===== config.mk =====
export PLATFORM = sky130hd
export DESIGN_NAME = ext_mem_d1_host
export DESIGN_NICKNAME = d
export VERILOG_FILES = /design/src/rtl/ext_mem_d1_host.sv
export SDC_FILE = /design/constraint.sdc
export NUM_CORES = 1
export LEC_CHECK = 0
export ABC_AREA = 1
export ABC_CLOCK_PERIOD_IN_PS = 3960
export CAP_MARGIN = 15
export CORE_UTILIZATION = 35
export CTS_BUF_LIST = sky130_fd_sc_hd__clkbuf_2
export CTS_CLUSTER_SIZE = 8
export DETAILED_ROUTE_END_ITERATION = 8
export PLACE_DENSITY = 0.58
export SKIP_LAST_GASP = 1
export SLEW_MARGIN = 40
export SYNTH_ARGS = -nofsm -noshare
export SYNTH_HDL_FRONTEND = slang
export SYNTH_SLANG_ARGS = --single-unit

===== constraint.sdc =====
create_clock -name clk -period 3.96 [get_ports clk]
set_input_delay 0.594 -clock clk [delete_from_list [all_inputs] [get_ports clk]]
set_output_delay 0.594 -clock clk [all_outputs]
set_load 0.05 [all_outputs]

===== src/rtl/ext_mem_d1_host.sv =====
// rtl/ext_mem_d1_host.sv - std_mem_d1 endpoint with host preload/dump port and clear engine
// Optional bounds checking and sticky err flag: define EXT_MEM_BOUNDS_CHECK_EN.
module ext_mem_d1_host #(
  parameter int WIDTH    = 32,
  parameter int SIZE     = 16,
  parameter int IDX_SIZE = 4
) (
  input  logic                clk,
  input  logic                reset,
  input  logic [IDX_SIZE-1:0] addr0,
  input  logic [WIDTH-1:0]    write_data,
  input  logic                write_en,
  output logic [WIDTH-1:0]    read_data,
  output logic                done,
  input  logic                host_req,
  input  logic                host_we,
  input  logic [IDX_SIZE-1:0] host_addr,
  input  logic [WIDTH-1:0]    host_wdata,
  output logic [WIDTH-1:0]    host_rdata,
  output logic                host_ack,
  input  logic                clear_start,
  output logic                clear_busy,
  output logic                err
);

  typedef enum logic [1:0] {IDLE, ACK, CLEAR} state_t;

  localparam logic [IDX_SIZE-1:0] LAST_IDX = IDX_SIZE'(SIZE - 1);

  state_t              state, state_nxt;
  logic [WIDTH-1:0]    mem [SIZE];
  logic [IDX_SIZE-1:0] idx;
  logic                host_accept;
  logic                clear_step;
  logic                mem_we;
  logic                mem_commit;
  logic [IDX_SIZE-1:0] mem_waddr;
  logic [WIDTH-1:0]    mem_wdata;
  logic [WIDTH-1:0]    host_rd_val;

  // Host is only accepted on cycles the component leaves the single write port free.
  assign host_accept = (state == IDLE) && !reset && !clear_start && host_req && !write_en;
  assign clear_step  = (state == CLEAR) && !write_en;

  always_ff @(posedge clk or posedge reset) begin
    if (reset) state <= IDLE;
    else       state <= state_nxt;
  end

  always_comb begin
    state_nxt = state;
    case (state)
      IDLE: begin
        if (clear_start)      state_nxt = CLEAR;
        else if (host_accept) state_nxt = ACK;
      end
      ACK:   state_nxt = IDLE;
      CLEAR: if (clear_step && idx == LAST_IDX) state_nxt = IDLE;
      default: state_nxt = IDLE;
    endcase
  end

  always_comb begin
    host_ack   = (state == ACK);
    clear_busy = (state == CLEAR);
    mem_we     = 1'b0;
    mem_waddr  = addr0;
    mem_wdata  = write_data;
    if (write_en) begin
      mem_we = 1'b1;
    end else if (host_accept && host_we) begin
      mem_we    = 1'b1;
      mem_waddr = host_addr;
      mem_wdata = host_wdata;
    end else if (clear_step) begin
      mem_we    = 1'b1;
      mem_waddr = idx;
      mem_wdata = '0;
    end
  end

`ifdef EXT_MEM_BOUNDS_CHECK_EN
  localparam logic [IDX_SIZE:0] SIZE_EXT = (IDX_SIZE + 1)'(SIZE);

  function automatic logic in_range(input logic [IDX_SIZE-1:0] a);
    return {1'b0, a} < SIZE_EXT;
  endfunction

  logic err_q;

  assign mem_commit  = mem_we && in_range(mem_waddr);
  assign host_rd_val = in_range(host_addr) ? mem[host_addr] : '0;
  assign err         = err_q;

  always_ff @(posedge clk or posedge reset) begin
    if (reset) err_q <= 1'b0;
    else if ((write_en && !in_range(addr0)) || (host_accept && !in_range(host_addr)))
      err_q <= 1'b1;
  end
`else
  assign mem_commit  = mem_we;
  assign host_rd_val = mem[host_addr];
  assign err         = 1'b0;
`endif

  // Array contents are deliberately outside the reset domain.
  always_ff @(posedge clk) begin
    if (mem_commit) mem[mem_waddr] <= mem_wdata;
  end

  assign read_data = mem[addr0];

  always_ff @(posedge clk or posedge reset) begin
    if (reset) begin
      done       <= 1'b0;
      host_rdata <= '0;
      idx        <= '0;
    end else begin
      done <= write_en;
      if (host_accept && !host_we) host_rdata <= host_rd_val;
      if (state == IDLE && clear_start) idx <= '0;
      else if (clear_step)              idx <= idx + 1'b1;
    end
  end

endmodule

======== Yosys cells after proc, flatten, opt, wreduce, memory -nomap -nowiden ========
Memories as Yosys holds them, arrays and structs flattened. A register that Yosys moved wholly into a read port is not among the register bits.
Index checks and enable logic that the tools add are counted.
W data, S select, Z words.
cells by class
  bitwise gates (word level) .............. 0
  $lt $le $gt $ge ......................... 0
  add/subtract/negate cells ............... 1
  muxes and demuxes ....................... 17
  shift operators ......................... 0
  divide/modulo/power cells ............... 0
  equal/unequal tests ..................... 5
  $mul .................................... 0
  reduce and logical (&&, ||, !) cells .... 16
operators by type and width
  operator               number
  $mux W32               3
  $mux W4                5
  $logic_and A1 B1 Y1    9
  $mux W2                3
  $mux W1                5
  $add A4 B1 Y4 const B  1
  $eq A4 B4 Y1 const B   1
  $logic_not A1 Y1       4
  $pmux W2 S2            1
  $ne A3 B3 Y1 const B   1
  $eq A2 B1 Y1 const B   1
  $eq A2 B2 Y1 const B   1
  $logic_not A2 Y1       1
  $ne A2 B1 Y1 const B   1
  $reduce_and A2 Y1      1
  $reduce_bool A2 Y1     1
storage, ports and cells
  register bits ........................... 7
  memories kept ........................... 1
  input port bits ......................... 78
  memory bits (read-only) ................. 0
  output and inout bits ................... 68
  logic and storage cells ................. 43
  bits in writable memories ............... 512
  bits in latches ......................... 0
memory list
  memory  depth  bits a word  read ports  clocked after memory_dff  wr ports  line  RTL
  mem     16     32           2           1                         1         31    logic [WIDTH-1:0] mem [SIZE];

======== Depth between registers and ports, before layout ========
Gate-level depths: netlist (run 1).
  word-level depth ........................ 10
  gate-level depth with buffers ........... 12
  gate-level depth less buffers ........... 9

======== Least setup slack after synthesis (run 1) ========
OpenSTA, ideal clock, no wires.
  path kind ............................... input to register
  start point ............................. input port reset
  end point ............................... memory mem[10][0], enable pin
  path buffers ............................ 0
  data arrival time ....................... 3042 ps
  cell stages on the path ................. 7
  setup time .............................. 421 ps
  required time ........................... 3539 ps
  setup slack ............................. 497 ps
  path through ............................ inv_2 -> nand2_1 -> nor2_2 -> nand4_1 -> nand2_1 -> nand3_1 -> nor2_1
on the way
  longest elaborated chain between the ends .. 10
  elaborated cells between the ends (all ways) .. 12
  classes of those cells .................. 6 x mux; 6 x reduce/logical
ends and longest elaborated chain
  item                                   line  RTL
  from (decl)                            9     input logic reset,
  $logic_not A1 Y1 (no source line) (*)  n/a
  $logic_and A1 B1 Y1 (*) (4 in series)  42    assign host_accept = (state == IDLE) && !reset && !clear_start && host_req && !write_en;
  $logic_and A1 B1 Y1 (*)                71    end else if (host_accept && host_we) begin
  $mux W1                                71
  $mux W1                                69    if (write_en) begin
  $mux W1                                108   if (mem_commit) mem[mem_waddr] <= mem_wdata;
  $mux W1 (not written as such)          108
  to (decl)                              31
Every way passes the cells marked *; elsewhere a longest branch is shown, timed or not.

======== Worst setup path after layout (run 1) ========
  start point ............................. register state[1]
  end point ............................... output port clear_busy
on the way
  longest elaborated chain between the ends .. 1
ends and longest elaborated chain
  item                    line  RTL
  from (decl)             30    state_t state, state_nxt;
  from (signal assigned)  47    else state <= state_nxt;
  $eq A2 B2 Y1            65    clear_busy = (state == CLEAR);
  to (decl)               22    output logic clear_busy,
Every way passes these cells.

==> results.cfg, run 1 <==
[flow_run]
cap_violations = 0

[timing]
timing.slew.headroom = 0.317
min_period_ns = 3.44
rsz0062_at_grt = no
tightest_slew_ns = 1.03
slew_viol_final = 0
finalClockSkew_ns = 0.0948
period_share = 0.869
timing.fmax_mhz = 291
setup_viol = 0
setup_tns_ns = 0
whs_ns = 0.287
worst_slack_ns = 0.518
finalHoldViolCount = 0

[run_status]
outcome = finished, final reports clean

[critical_path]
path_buf_inv = 2
startpoint = state[1]
cp-start-kind = flip-flop
cpPeakStageDelay_ns = 0.84
r2r_start = state[1]
rrSetupSlack_ns = 1.09
reg2reg_to = mem[6][17]
cp.arrival_ns = 2.85
crit_path_top_delay_cell = clkdlybuf4s50_1
critical-path-top-delay-family = buffers and inverters
cp-endpoint = clear_busy
crit_fanout = 4
crit_type = flip-flop to primary output
crit_path_cell_trace = inv_1, nor2_1, clkdlybuf4s50_1
critPathCaptureType = primary output
required_ns = 3.37
worst-path-stages = 3
worstRegToRegCells = 7

[power]
p_per_area_mw_per_mm2 = 474
max-vdd-ir-drop_mv = 0.237
power_leakage_nw = 12.2

[route]
vias = 23100
vias_per_cell = 5.35
drc = 0
wirelength_um = 90200
wl_per_cell_um = 21.0
drtAntennaViolNets = 0
drtIter0Drc = 2184
first_pass_iters = 6

[logic_synthesis]
netlist_area_mm2 = 0.0272
ys_seq_elements = 551
ys_seq_area_frac = 0.601
synthCells = 2997
synthesis.yosys.warnings = 0
syn_avg_cell_area_um2 = 9.08
synth.distinct_cells = 23
syn-num-nets = 3076

[layout]
fill_cells = 7487
final_cell_mix = 899 x nand2_1, 512 x edfxtp_1, 489 x nand3_1
area_growth_pct = 16.2
final_common_cell = nand2_1
ff_latch_area_mm2 = 0.0164
drive_gt1_frac = 0.122
final_util = 0.413
nets = 3238
multi_input_area_mm2 = 0.00985

[clock_network]
cts_tree = built
cts_hold_buf = 8
clkTransAtPathRegs_ns = 0.10
clockBufferDepth = 3
clk_latency_ns = 1.31
cts.sinks = 551
cts_resized = 0
numCtsBuffers = 148
htree_levels = 4
post_cts_buffers = 0
root_buffer = clkbuf_2

[grt]
grt_max_degree = 145
grt_use_total = 0.231
grt_pass1_wl_um = 137000
grt_pass1_vias = 22800
antenna_found_initial = 2
grt_overflow = 0

[floorplanning]
dieArea_mm2 = 0.0788
die_y_um = 281
pin_count = 146
core-area_mm2 = 0.0765
initial_utilization = 0.356
rows = 101
die_width_um = 281

[placed_design]
pre_cts_ws_ns = 0.575
dpl.hpwl_um = 51400
portBuffers = 144
globalplace.congestion = 0.850

[worst_hold_path]
hp-class = input pin to flip-flop
[cell families after synthesis]
group,after synthesis,synth area share
AO/OA/AOI/OAI,394,0.0844
buffers and inverters,249,0.0419
AND/OR/NAND/NOR,1801,0.272
flip-flops,551,0.601
other,1,0.000138
adder cells (fa/ha/maj),1,0.000460
[worst reg2reg max path, stage by stage, from the launching register on]
cell     delay (ns)
dfrtp_1        0.46
nor2_4         0.20
nand4_4        0.21
buf_4          0.32
o21ai_0        0.26
nand2_1        0.29
nor2_4         0.18
buf_4          0.47
[stage by stage]
stage | cell area, um2 | total power [mW] | std cells
finish | 31600 | 15.0 | 4306
global route | 31600 | 15.8 | 4306
CTS | 31600 | 15.1 | 4300
detailed placement | 30100 | 10.9 | 4031
global placement | 30100 | 10.9 | 4029
floorplan | 27200 | 9.53 | 2997
[sequential cells by signal, indices dropped and copies added, names as in the netlist]
register / flops
done: 1
host_rdata: 32
idx: 4
mem: 512
state: 2
[routing by layer]
metal	part of all wire	up-vias	GRT usage
li1	-	10800	-
met1	0.42	11100	0.301
met2	0.48	1054	0.375
met3	0.076	146	0.0420
met4	0.026	0	0.0989
met5	0	-	0
[how the worst min path moves through the flow]
stage,start,to,slack (ns),cells past startpoint
floorplan,idx[2],idx[2],0.52,2
global placement,host_rdata[23],host_rdata[23],0.47,2
detailed placement,host_rdata[2],host_rdata[2],0.47,2
CTS,host_addr[1],host_rdata[1],0.1,9
global route,host_wdata[6],mem[6][6],0.22,3
finish,host_addr[1],host_rdata[1],0.29,10
[final cells by class]
cell class              instances  area share
inverters                      21     0.00337
flip-flops and latches        551       0.517
repair buffers                240      0.0825
clock inverters                33     0.00748
multi-input cells            2197       0.312
diodes                          6    0.000475
clock buffers                 228      0.0361
well taps                    1030      0.0408
[synthesized netlist by cell type]
cell,number,share of area
nor2_2,2,0.00046
buf_2,97,0.018
nand4_2,1,0.00046
nor2_4,1,0.00041
ha_1,1,0.00046
inv_2,5,0.00069
o211ai_1,128,0.035
buf_6,5,0.0021
o211a_1,1,0.00037
nor2_1,405,0.056
o21ai_0,214,0.039
dfrtp_1,39,0.036
o21ai_1,50,0.0092
nand4_1,3,0.00069
clkbuf_1,85,0.012
a21oi_1,1,0.00018
edfxtp_1,512,0.57
nand3_1,490,0.090
inv_1,16,0.0022
buf_4,12,0.0033
conb_1,1,0.00014
nand2_1,899,0.12
buf_1,29,0.0040
[power breakdown]
part           switching [mW]  total, mW  internal [mW]
Combinational            2.37       3.32          0.947
Sequential              0.262       7.50           7.24
Clock                    2.39       4.16           1.77
Note: power is estimated with default switching activity, not from simulation.
==> run 2: changes to the inputs <==
--- a/config.mk
+++ b/config.mk
@@ -12,7 +12,8 @@
 export CTS_BUF_LIST = sky130_fd_sc_hd__clkbuf_2
 export CTS_CLUSTER_SIZE = 8
 export DETAILED_ROUTE_END_ITERATION = 8
-export PLACE_DENSITY = 0.58
+export DONT_BUFFER_PORTS = 1
+export PLACE_DENSITY = 0.56
 export SKIP_LAST_GASP = 1
 export SLEW_MARGIN = 40
 export SYNTH_ARGS = -nofsm -noshare
==> results.cfg, run 2 (synthesized netlist as in run 1, its figures left out) <==
[clock_network]
numCtsBuffers = 147
cts_resized = 0
clk_latency_ns = 1.41
post_cts_buffers = 0
clockBufferDepth = 3
cts.sinks = 551
cts_tree = built
root_buffer = clkbuf_2
clkTransAtPathRegs_ns = 0.10
htree_levels = 4

[grt]
grt_pass1_wl_um = 141000
grt_pass1_vias = 22400
grt_max_degree = 258
antenna_found_initial = 3
grt_overflow = 0
grt_use_total = 0.241

[placed_design]
globalplace.congestion = 0.800
portBuffers = 0
pre_cts_ws_ns = 0.756
dpl.cell_count = 3852
dpl.hpwl_um = 48000

[timing]
period_share = 0.967
setup_tns_ns = 0
timing.slew.headroom = 0.349
slew_viol_final = 0
worst_slack_ns = 0.131
tightest_slew_ns = 0.977
rsz0062_at_grt = no
finalHoldViolCount = 0
finalClockSkew_ns = 0.111
min_period_ns = 3.83
timing.fmax_mhz = 261
setup_viol = 0

[critical_path]
critPathCaptureType = flip-flop
crit_path_top_delay_cell = dlygate4sd3_1
cpPeakStageDelay_ns = 0.60
cp.arrival_ns = 5.12
critical-path-top-delay-family = buffers and inverters
crit_fanout = 2
cp-start-kind = flip-flop
crit_path_cell_trace = nand2_1, nand3_1, dlygate4sd3_1, nand3_1, dlygate4sd3_1, nand2_1, dlygate4sd3_1, nand2_1, dlygate4sd3_1, nand2_1, dlygate4sd3_1, nand2_1, nand2_1
required_ns = 5.25
path_buf_inv = 5
crit_type = flip-flop to flip-flop
crit_top_cell = nand2_1

[layout]
final_util = 0.402
drive_gt1_frac = 0.102
final_common_cell = nand2_1
largestRegisters = mem x512, host_rdata x32, idx x4
instances_no_fill = 4236
area_growth_pct = 12.9
top_register = mem
final_cell_mix = 899 x nand2_1, 512 x edfxtp_1, 489 x nand3_1
nets = 3167
largest_reg_flops = 512

[power]
max-vdd-ir-drop_mv = 0.227
p_per_area_mw_per_mm2 = 473
power_leakage_nw = 11.7

[route]
drtIter0Drc = 2494
vias = 23100
first_pass_iters = 5
vias_per_cell = 5.45
wl_per_cell_um = 22.5
drc = 0
wirelength_um = 95200
drtAntennaViolNets = 0

[floorplanning]
die_width_um = 281
initial_utilization = 0.356
core-area_mm2 = 0.0765
dieArea_mm2 = 0.0788
die_y_um = 281
pin_count = 146
rows = 101

[run_status]
outcome = finished, final reports clean

[flow_run]
cap_violations = 0

[worst_hold_path]
hp-class = input pin to flip-flop
==> run 2: stage by stage <==
step                      area, um2  power (mW)  hold WS (ns)
after detailed placement      28100        10.4         0.591
after CTS                     30700        14.6      0.000287
after global routing          30700        15.2        0.0631
after global placement        28100        10.3         0.570
after floorplan               27200        9.53         0.521
final                         30700        14.5         0.103
==> run 2: final cells by class <==
| type | count | area, um2 |
|---|---|---|
| fillers | 7630 | 45700 |
| flip-flops and latches | 551 | 16400 |
| multi-input cells | 2197 | 9860 |
| repair buffers | 170 | 1810 |
| well taps | 1030 | 1290 |
| clock buffers | 220 | 1100 |
| clock inverters | 36 | 173 |
| inverters | 21 | 101 |
| diodes | 11 | 27.5 |
==> run 2: repair_timing <==
| action | in CTS | in global routing |
|---|---|---|
| endpoints found under the hold margin | 593 | 0 |
| hold buffers | 116 | 0 |
| setup endpoints to repair | 0 | 0 |
==> run 2: path summary, 6_finish.rpt <==
check,start,endpoint,slack [ns],cells past startpoint
max,mem[15][5],host_rdata[5],0.13,13
min,host_addr[0],host_rdata[29],0.10,9
min reg2reg,idx[2],idx[2],0.61,2
max reg2reg,mem[15][5],host_rdata[5],0.13,13
min in group asynchronous,reset,host_rdata[3],0.42,4
max in group asynchronous,reset,host_rdata[26],2.94,4
==> run 2: layer usage <==
metal / share of wire / track usage / vias up
met5: 0 / 0 / -
met4: 0.031 / 0.0935 / 0
met3: 0.080 / 0.0451 / 190
met2: 0.48 / 0.399 / 1087
met1: 0.41 / 0.312 / 11200
li1: - / - / 10700
==> run 2: worst reg2reg max path, cell delays in order (launching register included) <==
cell and delay, ns:
edfxtp_1 0.42, nand2_1 0.08, nand3_1 0.07, dlygate4sd3_1 0.60, nand3_1 0.07, dlygate4sd3_1 0.55
nand2_1 0.05, dlygate4sd3_1 0.57, nand2_1 0.07, dlygate4sd3_1 0.55, nand2_1 0.05, dlygate4sd3_1 0.55
nand2_1 0.06, nand2_1 0.05
==> run 2: power by group <==
group,internal (mW),switching [mW]
combinational,0.735,1.95
sequential,7.23,0.596
clock,1.54,2.47
